### src/rtl/runner_pkg.sv
// Shared types and constants for the lane runner's per-frame player logic.
package runner_pkg;

  typedef enum logic [1:0] {
    LEFT  = 2'd0,
    MID   = 2'd1,
    RIGHT = 2'd2
  } lane_t;

  typedef logic [11:0] offset_t;

  localparam offset_t GROUND = 12'd40;

  // Offsets are two's complement, so the distance is taken at 13 bits to avoid aliasing.
  function automatic logic [12:0] offset_dist(input offset_t a, input offset_t b);
    logic signed [12:0] d;
    d = $signed({a[11], a}) - $signed({b[11], b});
    return d[12] ? 13'(-d) : 13'(d);
  endfunction

endpackage

### src/rtl/collision_check.sv
// Lane/distance compare of the player against one obstacle, with a hit-event counter.
module collision_check
  import runner_pkg::*;
#(
  parameter int      OBST_LANE    = 1,
  parameter int      COUNT_WIDTH  = 32,
  parameter offset_t POS_MISMATCH = 12'd60
) (
  input  logic                   clk,
  input  logic                   rst_n,
  input  logic                   rst_count,
  input  logic                   is_jumping,
  input  logic [1:0]             player_lane,
  input  offset_t                pos,
  input  offset_t                obst_voffset,
  input  logic [OBST_LANE*2-1:0] obst_lane,
  output logic [COUNT_WIDTH-1:0] count,
  output logic [OBST_LANE-1:0]   has_collision
);

  logic [OBST_LANE-1:0] hit;
  logic                 hit_prev;
  logic                 in_range;

  assign in_range = offset_dist(pos, obst_voffset) < {1'b0, POS_MISMATCH};

  always_comb begin
    hit = '0;
    for (int i = 0; i < OBST_LANE; i++) begin
      hit[i] = (obst_lane[2*i +: 2] == player_lane) && !is_jumping && in_range;
    end
  end

  // One obstacle pass spans several frames; only the rising edge of the combined hit counts.
  always_ff @(posedge clk or negedge rst_n) begin
    if (!rst_n) begin
      has_collision <= '0;
      count         <= '0;
      hit_prev      <= 1'b0;
    end else begin
      has_collision <= hit;
      if (rst_count) begin
        count    <= '0;
        hit_prev <= 1'b0;
      end else begin
        hit_prev <= |hit;
        if ((|hit) && !hit_prev) begin
          count <= count + 1'b1;
        end
      end
    end
  end

endmodule

### src/rtl/player_motion_collide.sv
// Per-frame player logic: jump arc on the vertical sprite offset plus obstacle collision detection.
module player_motion_collide #(
  parameter runner_pkg::offset_t GROUND       = runner_pkg::GROUND,
  parameter logic [5:0]          JUMP_VEL     = 6'd20,
  parameter logic [5:0]          GRAVITY      = 6'd2,
  parameter runner_pkg::offset_t POS_MISMATCH = 12'd60,
  parameter int                  OBST_LANE    = 1,
  parameter int                  COUNT_WIDTH  = 32
) (
  input  logic                   clk,
  input  logic                   rst_n,
  input  logic                   up,
  input  logic [11:0]            pos,
  output logic [11:0]            next_pos,
  output logic                   is_jumping,
  input  logic                   rst_count,
  input  logic [1:0]             player_lane,
  input  logic [11:0]            obst_voffset,
  input  logic [OBST_LANE*2-1:0] obst_lane,
  output logic [COUNT_WIDTH-1:0] count,
  output logic [OBST_LANE-1:0]   has_collision
);

  localparam logic signed [6:0]  JUMP_V   = signed'({1'b0, JUMP_VEL});
  localparam logic signed [6:0]  GRAV_V   = signed'({1'b0, GRAVITY});
  localparam logic signed [12:0] GROUND_S = signed'({1'b0, GROUND});

  logic signed [6:0]  vel;
  logic signed [6:0]  vel_next;
  logic               jumping_next;
  logic signed [12:0] pos_s;
  logic signed [12:0] cand;

  // Launch frame already moves by JUMP_VEL, so the stored velocity starts one gravity step lower.
  always_comb begin
    pos_s        = signed'({pos[11], pos});
    cand         = pos_s - signed'({{6{vel[6]}}, vel});
    next_pos     = pos;
    vel_next     = vel;
    jumping_next = is_jumping;
    if (!is_jumping) begin
      if (up) begin
        next_pos     = pos - {6'd0, JUMP_VEL};
        vel_next     = JUMP_V - GRAV_V;
        jumping_next = 1'b1;
      end
    end else if ((cand >= GROUND_S) && (vel[6] || (vel == '0))) begin
      next_pos     = GROUND;
      vel_next     = '0;
      jumping_next = 1'b0;
    end else begin
      next_pos = cand[11:0];
      vel_next = vel - GRAV_V;
    end
  end

  always_ff @(posedge clk or negedge rst_n) begin
    if (!rst_n) begin
      vel        <= '0;
      is_jumping <= 1'b0;
    end else begin
      vel        <= vel_next;
      is_jumping <= jumping_next;
    end
  end

  collision_check #(
    .OBST_LANE    (OBST_LANE),
    .COUNT_WIDTH  (COUNT_WIDTH),
    .POS_MISMATCH (POS_MISMATCH)
  ) u_collision_check (
    .clk           (clk),
    .rst_n         (rst_n),
    .rst_count     (rst_count),
    .is_jumping    (is_jumping),
    .player_lane   (player_lane),
    .pos           (pos),
    .obst_voffset  (obst_voffset),
    .obst_lane     (obst_lane),
    .count         (count),
    .has_collision (has_collision)
  );

endmodule

### config.mk
export PLATFORM = sky130hd
export DESIGN_NAME = player_motion_collide
export DESIGN_NICKNAME = d
export VERILOG_FILES = /design/src/rtl/runner_pkg.sv /design/src/rtl/collision_check.sv /design/src/rtl/player_motion_collide.sv
export SDC_FILE = /design/constraint.sdc
export NUM_CORES = 1
export LEC_CHECK = 0
export CAP_MARGIN = 20
export CORE_MARGIN = 3
export CORE_UTILIZATION = 40
export DETAILED_ROUTE_END_ITERATION = 10
export SYNTH_ARGS = -nofsm -noshare
export SYNTH_HDL_FRONTEND = slang
export SYNTH_SLANG_ARGS = --single-unit
### constraint.sdc
create_clock -name clk -period 5.8 [get_ports clk]
set_clock_uncertainty 0.2 [all_clocks]
set_input_delay 1.16 -clock clk [delete_from_list [all_inputs] [get_ports clk]]
set_output_delay 1.16 -clock clk [all_outputs]
set_load 0.1 [all_outputs]
==> out/qor.yml <==
status:
  status: "finished, final reports clean"
clock_network:
  clock_path_buffers: 2
  clock_latency_ns: 0.30
  cts_made_buffers: 5
  clk_pin_slew_ns: 0.08
  cts-hold-fix-buffers: 0
  cts_tree: "yes"
  h-tree-depth: 2
  cts_sinks: 41
  clock_tree.root_cell: "clkbuf_8"
grt:
  grt_usage_pct: 19.5
  grt_pass1_vias: 3775
  antenna_found_initial: 0
  top_usage_layer: "met2"
  grt_max_degree: 44
  grt_overflow: 0
  grt_pass1_wl_um: 18400
  globalRouteMet3Util_pct: 2.98
  use_met1_pct: 27.4
  grt_util_met2_pct: 32.2
detailed_routing:
  routed_via_density: 5.62
  vias: 4061
  ant_nets: 0
  first_pass_iters: 5
  drtIter0Drc: 199
  wl_um: 11100
  wl_per_cell_um: 15.3
  drc: 0
worst_hold_path:
  worstHoldPathType: "flop to flop"
  holdPathStages: 2
  min_to: "vel[2]"
  min_from: "vel[2]"
critical_path:
  slowest_delay_ns: 0.50
  cp.required_ns: 4.44
  cp_data_arrival_time_ns: 4.30
  crit_fanout: 3
  path_class: "input port to primary output"
  crit_chain: "clkdlybuf4s50_1 > inv_1 > fa_1 > nand2b_4 > a21oi_4 > o21ai_1 > a21oi_1 > buf_4 > xnor2_1 > nand2_1 > o41ai_2 > or4b_4 > o21ai_2 > buf_12"
  cp_slowest_cell: "or4b_4"
  rr_endpoint: "u_collision_check.count[19]"
  cp-start-kind: "input port"
  cp-end-kind: "primary output"
  r2r_cells: 6
  reg2reg_slack_ns: 2.44
  reg2reg_from: "is_jumping"
timing:
  finalCriticalPeriod_ns: 5.66
  setup_viol: 0
  min_period_over_period_pct: 97.6
  hold_slack_ns: 0.310
  fmax_mhz: 177
  finalMaxSlewViolations: 0
  setup_tns_ns: 0
  relSlewSlack_pct: 33.1
  layout_setup_ws_ns: 0.142
  hold_violations: 0
  worstMarginPinSlew_ns: 1.00
die:
  initial_core_util_pct: 41.2
  ioPinCount: 78
  core_area_um2: 9820
  rows: 36
  design.die.area_um2: 11300
  dieWidth_um: 107
  die_y_um: 107
cells_and_area:
  final_cell_count_no_fill: 723
  multi_input_area_um2: 2830
  final_area_um2: 5340
  nFillCells: 964
  layout.area.seq_um2: 1030
  diodes: 0
  areaGrowthSynthToFinish_pct: 32.0
  nNetsFinal: 649
  layout_commonest_cell: "clkdlybuf4s50_1"
  drive_gt1_share_pct: 13.9
  layout_common_cells: "clkdlybuf4s50_1 (64), inv_1 (42), a21oi_1 (41), dfrtp_1 (41), nor2_1 (34)"
  final_util_pct: 54.3
pwr:
  power.total_mw: 2.08
  power_density_nw_per_um2: 389
  peakVddDrop_mv: 0.536
  p_leak_nw: 2.26
synth:
  syn_avg_cell_area_um2: 7.99
  synth_top_area_cell: "dfrtp_1"
  synth-seq-cells: 41
  synth_flop_cell: "dfrtp_1"
  synth_adder_area_share_pct: 9.04
  synth_top_family_by_area: "simple AND/OR/NAND/NOR gates"
  synth_top_area_share_pct: 25.4
  synth.distinct_cells: 60
  synth-edff-count: 0
  yosysWarnings: 0
  synth.area.top_cells: "dfrtp_1 (25%), ha_1 (8.0%), a21oi_1 (5.2%)"
  muxShareOfSynthArea_pct: 3.34
  synth-xor-area-share_pct: 5.85
  ys_seq_area_share_pct: 25.4
  postSynth.asyncResetShare_pct: 100
  synth-compound-area-share_pct: 23.9
  syn-instance-count: 506
  synth_simple_gate_area_share_pct: 26.2
  synth.cell_area_um2: 4040
  synth_nets: 566
run:
  max-cap-violations: 0
place:
  pre_cts_ws_ns: -0.111
  place_area_um2: 5170
  numPortBuffers: 77
  routabilityCongestion: 0.832
  dp_hpwl_um: 8430
  dp.cells: 712
==> flip-flops by register name, indices dropped and copies added (netlist names) <==
register and cells:
u_collision_check.hit_prev 1, vel 6, is_jumping 1, u_collision_check.has_collision 1, u_collision_check.count 32
==> report_power, final <==
part	internal (mW)	switching [mW]	total [mW]
Clock	0.0966	0.105	0.202
Combinational	0.570	0.963	1.53
Sequential	0.307	0.0359	0.342
Total	0.973	1.10	2.08
==> worst max-delay path by stage <==
stage,start,end,slack (ns),depth (start not counted)
6_report,pos[1],next_pos[4],0.14,14
5_1_grt,pos[1],next_pos[4],-0.03,14
4_1_cts,pos[1],next_pos[4],0.03,14
3_5_place_dp,pos[1],next_pos[4],-0.11,13
3_3_place_gp,pos[1],next_pos[4],-0.09,13
2_1_floorplan,pos[1],next_pos[6],-0.14,12
==> area by class of cell <==
class,count,share of cell area [%]
clock inverter,2,0.258
multi-input combinational,401,53.1
inverter,42,2.95
tap,133,3.12
timing repair buffer,98,19.8
clock buffer,6,1.55
sequential,41,19.2
==> routing by layer <==
| metal | part of all wire, % | up-vias |
|---|---|---|
| li1 | - | 2025 |
| met2 | 47 | 102 |
| met5 | 0 | - |
| met3 | 3.8 | 9 |
| met4 | 0.85 | 0 |
| met1 | 48 | 1925 |
==> cells by family after synthesis <==
| logic type | count (synthesis) |
|---|---|
| compound gates | 140 |
| xor+xnor | 27 |
| fa+ha+maj | 28 |
| buf+inv | 64 |
| flops | 41 |
| mux | 12 |
| other cells | 1 |
| simple gates | 193 |
==> worst max-delay path, delay by kind of cell <==
family | cells | cell delay (ns)
buffers and inverters | 4 | 0.91
AOI/OAI and AO/OA | 5 | 0.89
and+or+nand+nor | 3 | 0.76
adders and majority gates | 1 | 0.44
xor gates and xnor gates | 1 | 0.12
==> cell usage after synthesis, types with 7 or more instances <==
cell type	n
a21oi_1	42
inv_1	42
dfrtp_1	41
nor2_1	35
nand2_1	28
ha_1	26
nand3_1	22
xnor2_1	21
o21ai_0	20
nand4_1	18
clkbuf_1	16
nor2b_1	15
and3_1	14
a21o_1	12
mux2_2	12
a31o_2	10
and2_1	10
nor3_1	8
o31ai_1	8
nand2b_1	7
==> what timing repair did <==
item	4_1_cts	5_1_grt
pin swaps	3	3
resized for setup	2	6
endpoints found under the setup margin	1	6
setup buffers	1	1
cloned	0	0
Power figures use the tool's default switching activity.
==> RTL edit 1 (config.mk and constraints unchanged) <==
`COUNT_WIDTH` is set to 32 in 2 places; all go to 48.
--- a/src/rtl/collision_check.sv
+++ b/src/rtl/collision_check.sv
@@ -3,7 +3,7 @@
   import runner_pkg::*;
 #(
   parameter int      OBST_LANE    = 1,
-  parameter int      COUNT_WIDTH  = 32,
+  parameter int      COUNT_WIDTH  = 48,
   parameter offset_t POS_MISMATCH = 12'd60
 ) (
   input  logic                   clk,
--- a/src/rtl/player_motion_collide.sv
+++ b/src/rtl/player_motion_collide.sv
@@ -5,7 +5,7 @@
   parameter logic [5:0]          GRAVITY      = 6'd2,
   parameter runner_pkg::offset_t POS_MISMATCH = 12'd60,
   parameter int                  OBST_LANE    = 1,
-  parameter int                  COUNT_WIDTH  = 32
+  parameter int                  COUNT_WIDTH  = 48
 ) (
   input  logic                   clk,
   input  logic                   rst_n,
Ports: changed (resized count); port bits go from 78 to 94. The function was not compared with the original's and may differ.
==> RTL edit 1 against the unedited design <==
Design area grew 20%. Via count grew 20%. Worst hold slack lost 0.0021 ns. Area after synthesis grew 19%. Worst setup slack lost 0.0089 ns. Critical path depth shrank 1. Wire length grew 23%. First-iteration DRC count grew 76%. Non-clock buffer count grew 21. Final cell count grew 14%. Total power grew 24%. Count of clock-buffer cells in the layout grew 5. Sequential cell count grew 16. Critical path type unchanged. Critical endpoint is now next_pos[5]. Largest power group unchanged.
==> RTL edit 1: results (changes against the unedited design) <==
status - complete, no violations (unchanged)
Met1 Wirelength - 6.10 mm (was 5.36 mm)
dpl hpwl - 9.83 mm (was 8.43 mm)
met2 usage - 0.359 (was 0.322)
Setup crit start - pos[2] (was pos[1])
P_leak - 2.47 nW (was 2.26 nW)
Nets - 739 (was 649)
Design Power - 2.58 mW (was 2.08 mW)
met2 WL - 6.65 mm (was 5.19 mm)
worst reg2reg path depth - 14 (was 6)
hold slack - 0.308 ns (was 0.310 ns)
Fill cells - 1072 (was 964)
Post-synth top cells - a21oi_1 (65), dfrtp_1 (57), o31ai_1 (43) (was a21oi_1 (42), inv_1 (42), dfrtp_1 (41))
1st-iter DRT viols - 351 (was 199)
Clock Latency Late Sink - 0.33 ns (was 0.30 ns)
postcts setup bufs - 0 (was 1)
largest net degree at the start of global routing - 95 (was 44)
post-cts resize count - 2 (unchanged)
measured slew at the worst slew-check pin - 1.04 ns (was 1.00 ns)
vias in the first global route - 4847 (was 3775)
syn_nets - 644 (was 566)
crit path capture - next_pos[5] (was next_pos[4])
CTS Buf Count - 9 (was 5)
Setup WS pre-CTS - -0.0271 ns (was -0.111 ns)
GRT Overall Usage - 0.215 (was 0.195)
met3 usage - 0.0392 (was 0.0298)
router iterations before antenna repair - 4 (was 5)
Critical Path AT - 4.31 ns (was 4.30 ns)
root buffer cell - clkbuf_16 (was clkbuf_8)
met3 WL - 636 µm (was 419 µm)
average wire per standard cell - 16.5 µm (was 15.3 µm)
layout cells sized above 1 - 0.111 (was 0.139)
Slowest cell on crit path - or4b_2 (was or4b_4)
Max VDD drop - 0.000286 V (was 0.000536 V)
CP max FO - 5 (was 3)
PD cells - 404 nW/µm² (was 389 nW/µm²)
Min-Delay Path Depth - 1 (was 2)
r2r startpoint - vel[6] (was is_jumping)
reg-to-reg endpoint - vel[5] (was u_collision_check.count[19])
I/O Buffers - 93 (was 77)
Worst Slack Setup Final - 0.133 ns (was 0.142 ns)
Via-to-Cell Ratio - 5.88 (was 5.62)
Area after DPL - 6090 µm² (was 5170 µm²)
Netlist cell types - 62 (was 60)
Seq/Total Area, Yosys - 0.297 (was 0.254)
met1 Use GR - 0.286 (was 0.274)
first-pass GRT wire length - 23.7 mm (was 18.4 mm)
## RTL edit 1: power breakdown
part	switching, mW	internal (mW)	total (mW)
Combinational	1.07	0.610	1.68
Clock	0.174	0.294	0.468
Sequential	0.0162	0.422	0.438
## RTL edit 1: area by class of cell
cell class,instances,area share
Clock buffer,11,0.0380
Clock inverter,4,0.00313
Inverter,33,0.0194
Multi-Input combinational cell,459,0.492
Sequential cell,57,0.223
Tap cell,143,0.0280
Timing Repair Buffer,119,0.196
## RTL edit 1: logic make-up (layout without fill, tap and decap cells)
kind of cell    Yosys count  in the layout  synth area share
simple gates            223            223             0.268
fa+ha+maj                28             28            0.0761
other cells               1              1          0.000781
buf+inv                  68            167            0.0576
xor+xnor                 26             26            0.0474
compound gates          178            178             0.246
flops                    57             57             0.297
mux                       3              3           0.00651
## RTL edit 1: per-stage QoR
step           TNS, ns  instances
2_1_floorplan   -0.156        584
3_3_place_gp         0        809
3_5_place_dp   -0.0271        809
4_1_cts              0        824
5_1_grt        -0.0392        826
6_report             0        826
==> RTL edit 2 (same flow settings) <==
Made on the original files. Reset style: synchronous (`rst_n`), changed in 2 clocked blocks.
--- a/src/rtl/collision_check.sv
+++ b/src/rtl/collision_check.sv
@@ -32,7 +32,7 @@
   end
 
   // One obstacle pass spans several frames; only the rising edge of the combined hit counts.
-  always_ff @(posedge clk or negedge rst_n) begin
+  always_ff @(posedge clk) begin
     if (!rst_n) begin
       has_collision <= '0;
       count         <= '0;
--- a/src/rtl/player_motion_collide.sv
+++ b/src/rtl/player_motion_collide.sv
@@ -54,7 +54,7 @@
     end
   end
 
-  always_ff @(posedge clk or negedge rst_n) begin
+  always_ff @(posedge clk) begin
     if (!rst_n) begin
       vel        <= '0;
       is_jumping <= 1'b0;
Function: differs if rst_n is asserted again (counterexample within 4 cycles, from zero or initial values and one cycle with rst_n low); with rst_n held inactive, the same outputs for 10 cycles.
==> RTL edit 2 against the unedited design <==
Critical endpoint is now next_pos[2]. Wire length grew 15%. Global-route usage is 1.9 points higher. Die area up 5.4%. Largest cell class unchanged. Worst hold slack got worse by 0.023 ns. Critical path depth is 1 lower. Worst setup slack got worse by 0.023 ns. Area after synthesis grew 5.7%. Design area up 2.9%. Synthesized cell count grew 6.3%. Count of clock-buffer cells in the layout fell by 1. Sequential cell count unchanged.
Power is not compared: it rests on default switching activity, and its combinational part moved more than twofold at a synthesized area within 25%.
==> RTL edit 2: results (changes against the unedited design) <==
Seq/Total Area, Yosys - 0.192 (was 0.254)
Setup WS pre-CTS - 0.137 ns (was -0.111 ns)
syn_nets - 598 (was 566)
leading post-synthesis cells by cell area - dfxtp_1 (19%), ha_1 (7.6%), o41ai_1 (4.1%), or2_2 (4.1%), nand2_1 (3.8%) (was dfrtp_1 (25%), ha_1 (8.0%), a21oi_1 (5.2%), xnor2_1 (4.6%), inv_1 (3.9%))
layout cells sized above 1 - 0.148 (was 0.139)
router iterations before antenna repair - 4 (was 5)
Post-synth top cells - nand2_1 (43), dfxtp_1 (41), inv_1 (34) (was a21oi_1 (42), inv_1 (42), dfrtp_1 (41))
status - complete, no violations (unchanged)
dpl hpwl - 9.50 mm (was 8.43 mm)
1st-iter DRT viols - 183 (was 199)
worst reg2reg path depth - 9 (was 6)
Met1 Wirelength - 6.06 mm (was 5.36 mm)
met1 Use GR - 0.315 (was 0.274)
Placed Cells - 740 (was 712)
CP max FO - 7 (was 3)
asr flop ratio synth - 0 (was 1.00)
postcts setup bufs - 0 (was 1)
met3 usage - 0.0258 (was 0.0298)
Nets - 672 (was 649)
met2 WL - 6.02 mm (was 5.19 mm)
largest net degree at the start of global routing - 45 (was 44)
delay-heaviest family, CP - compound AO/OA/AOI/OAI gates (was buffers and inverters)
synthesized cell area - 4270 µm² (was 4040 µm²)
Area after DPL - 5320 µm² (was 5170 µm²)
first-pass GRT wire length - 20.9 mm (was 18.4 mm)
GRT Overall Usage - 0.214 (was 0.195)
via count - 4460 (was 4061)
Slowest cell on crit path - clkdlybuf4s50_1 (was or4b_4)
Critical Path AT - 4.32 ns (was 4.30 ns)
Critical Path Max Stage Delay - 0.54 ns (was 0.50 ns)
RTL edit 2: final timing paths:
| check | from | end | slack (ns) |
|---|---|---|---|
| worst min register to register | vel[4] | vel[4] | 0.29 |
| worst min-delay path | vel[4] | vel[4] | 0.29 |
| worst max register to register | is_jumping | u_collision_check.count[10] | 2.53 |
| worst max-delay path | pos[1] | next_pos[2] | 0.12 |
RTL edit 2: kinds of logic (layout without fill, tap and decap cells):
kind of cell	after synthesis	count (layout)	synth area share
AND/OR/NAND/NOR	212	212	0.281
AO/OA/AOI/OAI	157	157	0.292
buffers and inverters	62	137	0.0682
flip-flops	41	41	0.192
adder cells (fa/ha/maj)	28	28	0.0855
XOR/XNOR	24	24	0.0492
multiplexers	13	13	0.0310
other	1	1	0.000878
RTL edit 2: cell type report:
cell class	instances	area [µm²]	share of cell area
clock buffer	5	68.8	0.0125
clock inverter	3	65.1	0.0118
tap	136	170	0.0310
inverter	34	128	0.0232
multi-input combinational	435	3190	0.581
sequential	41	821	0.149
timing repair buffer	95	1050	0.190
